## config.mk

```make
export PLATFORM = sky130hd
export DESIGN_NAME = fetch_prefetch_buf
export DESIGN_NICKNAME = d
export VERILOG_FILES = /design/src/rtl/mips_pipe_pkg.sv /design/src/rtl/fetch_buf_ram.sv /design/src/rtl/fetch_prefetch_buf.sv
export SDC_FILE = /design/constraint.sdc
export NUM_CORES = 1
export LEC_CHECK = 0
export ABC_AREA = 1
export CORE_ASPECT_RATIO = 1.1
export CORE_MARGIN = 3
export CORE_UTILIZATION = 45
export CTS_CLUSTER_DIAMETER = 30
export DETAILED_ROUTE_END_ITERATION = 8
export PLACE_DENSITY = 0.66
export SYNTH_ARGS = -nofsm -noshare
export SYNTH_HDL_FRONTEND = slang
export SYNTH_SLANG_ARGS = --single-unit
```

## constraint.sdc

```tcl
create_clock -name clk -period 4.9 [get_ports clk]
set_input_delay 0.98 -clock clk [delete_from_list [all_inputs] [get_ports clk]]
set_output_delay 0.98 -clock clk [all_outputs]
set_load 0.02 [all_outputs]
```

## src/rtl/mips_pipe_pkg.sv

```systemverilog
// Shared pipeline definitions: datapath widths, NOP encoding and the fetch entry
// carried from the prefetch queue into the issue pipe register.
`default_nettype none

package mips_pipe_pkg;

  localparam int PC_W    = 32;
  localparam int INSTR_W = 32;

  localparam logic [INSTR_W-1:0] NOP_INSTR = 32'h0000_0000;

  typedef struct packed {
    logic [PC_W-1:0]    pc;
    logic [INSTR_W-1:0] instr;
  } fetch_entry_t;

endpackage

`default_nettype wire

```

## src/rtl/fetch_buf_ram.sv

```systemverilog
// DEPTH x WIDTH register array for the prefetch queue: one synchronous write
// port and one asynchronous read port.
`default_nettype none

module fetch_buf_ram #(
  parameter int DEPTH = 4,
  parameter int WIDTH = 64
) (
  input  logic                     clk,
  input  logic                     wr_en,
  input  logic [$clog2(DEPTH)-1:0] wr_addr,
  input  logic [WIDTH-1:0]         wr_data,
  input  logic [$clog2(DEPTH)-1:0] rd_addr,
  output logic [WIDTH-1:0]         rd_data
);

  logic [WIDTH-1:0] mem [DEPTH];

  always_ff @(posedge clk) begin
    if (wr_en) mem[wr_addr] <= wr_data;
  end

  assign rd_data = mem[rd_addr];

endmodule

`default_nettype wire

```

## src/rtl/fetch_prefetch_buf.sv

```systemverilog
// Show-ahead prefetch queue between fetch and issue; buffers {next_seq_pc, instr}.
// Optional same-cycle empty-queue bypass is enabled by defining FETCH_BUF_BYPASS_EN.
`default_nettype none

module fetch_prefetch_buf
  import mips_pipe_pkg::*;
#(
  parameter int DEPTH   = 4,
  parameter int PC_W    = mips_pipe_pkg::PC_W,
  parameter int INSTR_W = mips_pipe_pkg::INSTR_W
) (
  input  logic                     clk,
  input  logic                     reset,
  input  logic                     flush_i,
  input  logic                     push_i,
  input  logic [PC_W-1:0]          push_pc_i,
  input  logic [INSTR_W-1:0]       push_instr_i,
  input  logic                     pop_i,
  output logic                     valid_o,
  output logic [PC_W-1:0]          next_pc_o,
  output logic [INSTR_W-1:0]       instr_o,
  output logic                     full_o,
  output logic                     empty_o,
  output logic [$clog2(DEPTH):0]   count_o
);

  localparam int AW = $clog2(DEPTH);
  localparam int CW = AW + 1;
  localparam int EW = PC_W + INSTR_W;

  logic [AW-1:0] wr_ptr, rd_ptr;
  logic [CW-1:0] count;
  logic [EW-1:0] rd_data;

  logic stored_valid, bypass, pop_acc, push_acc, wr_en, rd_adv;

  assign stored_valid = (count != '0);

`ifdef FETCH_BUF_BYPASS_EN
  assign bypass = !stored_valid && push_i && !flush_i && !reset;
`else
  assign bypass = 1'b0;
`endif

  assign valid_o  = stored_valid || bypass;
  assign pop_acc  = pop_i && valid_o;
  assign push_acc = push_i && (!full_o || pop_acc);
  // A bypassed entry that is popped in the same cycle never touches storage.
  assign wr_en    = push_acc && !(bypass && pop_i) && !flush_i && !reset;
  assign rd_adv   = pop_acc && stored_valid && !flush_i && !reset;

  assign full_o  = (count == CW'(DEPTH));
  assign empty_o = !stored_valid;
  assign count_o = count;

  always_ff @(posedge clk) begin
    if (reset || flush_i) begin
      wr_ptr <= '0;
      rd_ptr <= '0;
      count  <= '0;
    end else begin
      if (wr_en)  wr_ptr <= wr_ptr + AW'(1);
      if (rd_adv) rd_ptr <= rd_ptr + AW'(1);
      count <= count + CW'(wr_en) - CW'(rd_adv);
    end
  end

  fetch_buf_ram #(
    .DEPTH (DEPTH),
    .WIDTH (EW)
  ) u_ram (
    .clk     (clk),
    .wr_en   (wr_en),
    .wr_addr (wr_ptr),
    .wr_data ({push_pc_i, push_instr_i}),
    .rd_addr (rd_ptr),
    .rd_data (rd_data)
  );

  always_comb begin
    next_pc_o = '0;
    instr_o   = INSTR_W'(NOP_INSTR);
    if (stored_valid) begin
      next_pc_o = rd_data[EW-1 -: PC_W];
      instr_o   = rd_data[INSTR_W-1:0];
    end else if (bypass) begin
      next_pc_o = push_pc_i;
      instr_o   = push_instr_i;
    end
  end

endmodule

`default_nettype wire

```

Yosys cells after proc, flatten, opt, wreduce, memory -nomap -nowiden
Memories as Yosys holds them, arrays and structs flattened. A register that Yosys moved wholly into a read port is not among the register bits.
Index checks and enable logic that the tools add are counted.
- memories kept: 1
- input port bits: 69
- memory bits (read-only): 0
- register bits: 7
- latch bits: 0
- memory bits (writable): 256
- output and inout bits: 70
- $lt $le $gt $ge: 0
- div/mod/pow operators: 0
- bitwise gates (word level): 0
- reduce and logical (&&, ||, !) cells: 14
- add/subtract/negate cells: 4
- eq/ne operators: 1
- multiplexer cells: 6
- shift-type cells: 0
- $mul: 0
- memory list (name ; depth ; bits a word ; rd ports ; clocked after memory_dff ; write ports ; line ; source):
    u_ram.mem ; 4 ; 64 ; 1 ; 1 ; 1 ; fetch_buf_ram.sv:17 ; logic [WIDTH-1:0] mem [DEPTH];
- operators by type and width (operator ; number):
    $mux 32 ; 2
    $logic_and 1x1->1 ; 7
    $add 2x1->2 const B ; 2
    $logic_not 1->1 ; 4
    $mux 2 ; 2
    $add 3x1->3 ; 1
    $eq 3x3->1 const B ; 1
    $reduce_bool 3->1 ; 1
    $sub 3x1->3 ; 1
    $logic_or 1x1->1 ; 2
    $mux 1 ; 2

Longest topological paths before layout
Gate-level depths: netlist (run 1).
- word-level depth: 8
- mapped depth: 12

By module
A second synthesis (run 1) with hierarchy kept.
- cells, all modules: 1203
- area total of the unflattened synthesis: 11967.7 um^2
- by module, submodules not included (module ; area each (um^2) ; instances ; cells an instance ; sequential area each (um^2)):
    fetch_buf_ram ; 10761.6 ; 1 ; 1010 ; 7687.4
    fetch_prefetch_buf ; 1206.2 ; 1 ; 193 ; 140.1

Least setup slack after synthesis (run 1)
No wires, ideal clock.
- path type: input-to-reg
- from: in flush_i
- to: mem u_ram.mem[0][0] (enable)
- setup slack: 0.328 ns
- stages: 5
- required time: 4.413 ns
- path buffers: 0
- arrival time: 4.085 ns
- cells stage by stage: inv_1 > nand2_1 > inv_1 > nand3_1 > nor2_1
- cells in the longest elaborated chain, start to end: 5
- ends and longest elaborated chain (item ; line ; source):
    start, declared ; fetch_prefetch_buf.sv:14 ; input logic flush_i,
    $logic_not 1->1 ; fetch_prefetch_buf.sv:49 ; assign wr_en = push_acc && !(bypass && pop_i) && !flush_i && !reset;
    $logic_and 1x1->1 (2 in a row) ; fetch_prefetch_buf.sv:49 ;
    $mux 1 ; fetch_buf_ram.sv:20 ; if (wr_en) mem[wr_addr] <= wr_data;
    $mux 1 (not written as such) ; fetch_buf_ram.sv:20 ;
    end, declared ; fetch_buf_ram.sv:17 ;
No other way between the ends.

==> results.md, run 1 <==
- Actual transition at the worst max-transition pin: 0.996 ns
- Mapped Cells: 828
- Place WS: 1.25 ns
- Initial antenna violation count: 1
- Sequential fraction of the synthesis area: 0.752
- Seq cells post-synth: 265
- Post-DRT Antenna Nets: 0
- Final WS setup: 0.744 ns
- Clk slew on worst S/H paths: 0.05 ns
- Initial core utilization: 0.466
- Avg WL per Cell: 17.9 um
- DR vias: 6782
- Avg Synthesized Cell Area: 12.6 sq um
- PostCTS Resize Cnt: 0
- Power Density: 423 nW/um^2
- FMAX: 241 MHz
- GRT Residual Overflow: 0
- Crit path DAT: 3.18 ns
- Final setup vio count: 0
- DR iter-0 viols: 482
- Post-route minimum period: 4.16 ns
- Fin nets: 1054
- Setup slack, reg-to-reg: 2.44 ns
- CTS max path bufs: 3
- Setup Skew: 0.0147 ns
- Gpl congestion: 0.708
- Final Cycle Share: 0.848
- Area grow syn2layout: 28.9%
- Total Routed Length: 23400 um
- Die span in x: 151 um
- RSZ-0062 raised after global routing: no
- Vias in the first global route: 6921
- Required time worst endpoint: 3.92 ns
- Die height: 166 um
- Syn Nets: 904
- DRC Markers: 0
- First-pass GRT wire length: 36800 um
- # IOs: 139
- FILL cells: 1795
- Worst slew margin: 0.336
- Leakage: 4.62 nW
- Top cells by area, synth: edfxtp_1 73%, nor2_1 9.7%, o21ai_0 5.7%, a21oi_1 3.2%, dfxtp_1 1.7%
- FP Rows: 57
- Synth cell types: 18
- Setup tns final: 0 ns
- Synth Flop Type: edfxtp_1
- Min-delay worst type: flop to flop
- Hold_buf cts: 0
- Async set-reset flop share out of synthesis: 0
- Core area: 22500 sq um
- Top-area cell type share of the netlist area: 0.734
- Status: finished, final reports clean
- Synth warn: 0
- TritonCTS buffer count: 43
- Peak supply drop: 279 uV
- Final hold violation count: 0
- Clk_lat worst skew: 0.52 ns
- Critical path peak fanout: 58
- Number of synthesized flops with an enable pin: 256
- CTS tree: done
- CTS sink cnt: 265
- Worst setup EP type: primary output
- Buffers on Ports: 138
- Vias per inst: 5.20
- Worst setup SP type: flop
- Commonest non-fill, non-tap cell in the layout: nor2_1
- Proportion of layout cells with a drive suffix above 1: 0.0941
- Die ar.: 25100 sq um
- Final Non-Filler Cells: 1305
- Post-CTS setup buffers: 0
- H-tree depth: 2
- Largest net degree at the start of global routing: 65
- Max cap viols: 0
- WS Path Type: flop to primary output
- Detailed Place HPWL: 13200 um
- Synth area leader: edfxtp_1
- Synthesized area: 10500 sq um
- Final hold slack: 0.500 ns
- Final slew viol count: 0
- DP Cell Count: 1228
- Drt first pass iters: 4
- N_diodes: 0
- Gr usage total: 0.187
- Root Buffer: clkbuf_16
- Commonest non-fill, non-tap cells in the layout: 267 x nor2_1, 256 x edfxtp_1, 138 x clkdlybuf4s50_1
## Yosys cell counts (4+ instances only)
cell type,instances
edfxtp_1,256
clkbuf_1,12
nand3_1,5
inv_1,19
buf_4,4
nor2_1,271
ha_1,6
buf_6,16
a21oi_1,66
dfxtp_1,9
nand2_1,16
o21ai_0,119
o21ai_1,10
buf_2,9
buf_1,5
## area by class of cell
class / instances / area, sq um / area share
Sequential cell: 265 / 7870 / 0.584
Multi-Input combinational cell: 494 / 2200 / 0.163
Timing Repair Buffer: 153 / 1490 / 0.111
Clock buffer: 46 / 1130 / 0.0838
Tap cell: 295 / 369 / 0.0274
Clock inverter: 31 / 339 / 0.0251
Inverter: 21 / 80.1 / 0.00594
## sequential cells by signal, summed over array words and instances, names as in the netlist, named ones only
register / flops
u_ram.mem: 256
count_o: 3
rd_ptr: 2
wr_ptr: 2
## metal layers
layer,track usage,routed length (um)
met1,0.250,9930
met2,0.307,11700
met3,0.0401,1420
met4,0.0560,320
met5,0,11
## power breakdown
| group | internal, W | switching, W |
|---|---|---|
| clock network | 0.00195 | 0.00105 |
| registers | 0.00251 | 0.00000624 |
| logic | 0.0000807 | 0.0000970 |
## worst max-delay path: stages (launching register included)
cell	delay, ns
dfxtp_4	0.59
clkinv_2	0.65
buf_4	0.46
o21ai_0	0.26
a21oi_1	0.10
clkdlybuf4s50_1	0.54
## per-stage QoR
stage	util	total power, W	area, sq um
3_3_place_gp	0.535	0.00274	12000
2_1_floorplan	-	0.00263	10500
4_1_cts	0.600	0.00574	13500
5_1_grt	0.600	0.00587	13500
3_5_place_dp	0.535	0.00274	12000
6_report	0.600	0.00570	13500
## worst paths after layout
check / start / cells past startpoint / endpoint
max reg2reg: count_o[1] / 5 / u_ram.mem[0][23]
min: rd_ptr[1] / 2 / flop
max: flop / 5 / instr_o[16]
min reg2reg: rd_ptr[1] / 2 / flop
## cells by family after synthesis
logic type | Yosys count | share of synthesized area
flip-flops | 265 | 0.752
buffers and inverters | 69 | 0.0406
AND/OR/NAND/NOR | 292 | 0.105
adder cells (fa/ha/maj) | 7 | 0.00909
AO/OA/AOI/OAI | 195 | 0.0932
Power figures use the tool's default switching activity.
==> run 2, diff against run 1 <==
- PLACE_DENSITY: 0.66 -> 0.69
- clock period: 4.9 -> 3.5 ns (I/O delays scaled with it)
==> run 2 against run 1 <==
Compared with the run above:
- worst setup slack lost 0.53 ns
- flip-flop and latch count is the same
- power grew 36%
- clock power grew 32%
- via count shrank 2.7%
- sequential power grew 40%
- routed wire length shrank 6.5%
- combinational power grew 38%
- non-clock buffer count is the same
- critical path depth grew 1
- critical endpoint is now next_pc_o[19]
- largest cell class unchanged
==> results.md, run 2 (synthesis gave the netlist of run 1 again) <==
- Clk_lat worst skew: 0.51 ns
- Largest Register: u_ram.mem
- Max cap viols: 0
- Switching share of power: 0.192
- H-tree depth: 2
- Actual transition at the worst max-transition pin: 0.858 ns
- Most used cell, CP: nor2_1
- Setup slack, reg-to-reg: 1.36 ns
- DRC Markers: 0
- Hold path start: rd_ptr[1]
- Total Routed Length: 21900 um
- Worst setup SP type: flop
- RSZ-0062 raised after global routing: no
- Met2 WL post-DR: 11200 um
- Final setup vio count: 0
- Cell family with most CP delay: buffers and inverters
- Vias per inst: 5.06
- DR vias: 6602
- Initial antenna violation count: 1
- GRT Residual Overflow: 0
- FILL cells: 1810
- Worst reg-to-reg path cell count: 11
- Status: finished, final reports clean
- Avg WL per Cell: 16.7 um
- Setup Skew: 0.0129 ns
- Routed wl met3: 1220 um
- Worst setup EP type: primary output
- Levels on crit path: 6
- Reg-to-Reg End: count_o[2]
- Root Buffer: clkbuf_16
- WS Path Type: flop to primary output
- Detailed Place HPWL: 11600 um
- CTS sink cnt: 265
- Drt first pass iters: 5
- Critical path peak fanout: 128
- CP bufs+invs: 2
- Max reg flops: 256
- Worst hold path cell count: 2
- Highest Signal Layer: met5
- Min-delay worst type: flop to flop
- Internal power: 0.00624 W
- Core area: 22500 sq um
- Required time worst endpoint: 2.80 ns
- Worst slew margin: 0.428
- Clock Power Share: 0.511
- Power Density: 573 nW/um^2
- Peak supply drop: 424 uV
- Slowest-stage cell, CP: clkdlybuf4s50_1
- Sw Pwr: 0.00149 W
- Commonest non-fill, non-tap cells in the layout: 267 x nor2_1, 256 x edfxtp_1, 138 x clkdlybuf4s50_1
- Final hold violation count: 0
- Seq pwr share: 0.457
- WL met1: 9120 um
- PostCTS Resize Cnt: 0
- Initial core utilization: 0.466
- First-pass GRT wire length: 34500 um
- Die height: 166 um
- Die ar.: 25100 sq um
- Launch point of the worst reg-to-reg path: count_o[1]
- Hold_buf cts: 0
- Largest net degree at the start of global routing: 129
- Die span in x: 151 um
- FP Rows: 57
- CP peak stage delay: 0.67 ns
- CTS tree: done
- Area grow syn2layout: 28.8%
- Fin nets: 1054
- Final WS setup: 0.217 ns
- # IOs: 139
- Place WS: 0.639 ns
- N_diodes: 0
- Vias in the first global route: 6889
- Crit path DAT: 2.58 ns
- Post-DRT Antenna Nets: 0
- Commonest non-fill, non-tap cell in the layout: nor2_1
- Comb power frac: 0.032
- CTS max path bufs: 3
- DR iter-0 viols: 353
- FMAX: 305 MHz
- Post-CTS setup buffers: 0
- TritonCTS buffer count: 43
- Gpl congestion: 0.703
- Clk slew on worst S/H paths: 0.05 ns
- Leakage: 4.61 nW
- Post-route minimum period: 3.28 ns
- Critical path cell sequence: buf_12 -> nor2_1 -> nor2_1 -> o21ai_0 -> a21oi_1 -> clkdlybuf4s50_1
- Final Cycle Share: 0.938
- Buffers on Ports: 138
- Setup tns final: 0 ns
- Gr usage total: 0.175
- Proportion of layout cells with a drive suffix above 1: 0.0851
- Final slew viol count: 0
==> run 2: changes by cell type in the layout (fill, tap and decap cells not counted), sizes merged <==
cell / change
clkinvlp: -3
clkinv: +2
bufinv: -2
inv: -6
clkbuf: +10
==> run 2: routing by layer <==
metal  GRT usage  vias to the layer above
met5           0                        -
met2       0.311                      176
met1       0.214                     3174
li1            -                     3216
met3      0.0360                       34
met4      0.0509                        2
==> run 2: how the worst max path moves through the flow <==
| stage | end | startpoint | slack, ns |
|---|---|---|---|
| after floorplan | u_ram.mem[0][0] | flush_i | -0.79 |
| after global placement | count_o[2] | flush_i | 0.70 |
| after detailed placement | count_o[2] | flush_i | 0.64 |
| after global routing | next_pc_o[19] | flop | 0.02 |
| after CTS | next_pc_o[31] | flop | 0.18 |
| final | next_pc_o[19] | flop | 0.22 |
==> run 2: power by group through the flow <==
| stage | combinational (W) | sequential (W) | clock, W |
|---|---|---|---|
| 6_report | 0.000245 | 0.00353 | 0.00395 |
| 4_1_cts | 0.000248 | 0.00353 | 0.00401 |
| 5_1_grt | 0.000268 | 0.00353 | 0.00416 |
| 3_3_place_gp | 0.000242 | 0.00359 | 0 |
| 3_5_place_dp | 0.000246 | 0.00359 | 0 |
| 2_1_floorplan | 0.0000832 | 0.00359 | 0 |
==> run 2: area by class of cell <==
type                    count  area [sq um]  area share
clock buffers              56          1190      0.0881
clock inverters            22           200      0.0148
inverters                  21          80.1     0.00594
multi-input cells         494          2200       0.163
flip-flops and latches    265          7870       0.584
well taps                 295           369      0.0274
repair buffers            153          1570       0.116
==> run 2: metrics by stage <==
step	util	total power, W	cells	hold slack (ns)	area (sq um)
2_1_floorplan	-	0.00368	828	0.467	10500
3_3_place_gp	0.538	0.00383	1228	0.505	12100
3_5_place_dp	0.538	0.00383	1228	0.496	12100
4_1_cts	0.600	0.00778	1306	0.503	13500
5_1_grt	0.600	0.00795	1306	0.530	13500
6_report	0.600	0.00772	1306	0.507	13500
==> run 2: worst min-delay path, stage by stage, from the launching register on <==
cell and delay [ns]:
dfxtp_1 0.32, nand2_1 0.07, a21oi_1 0.07
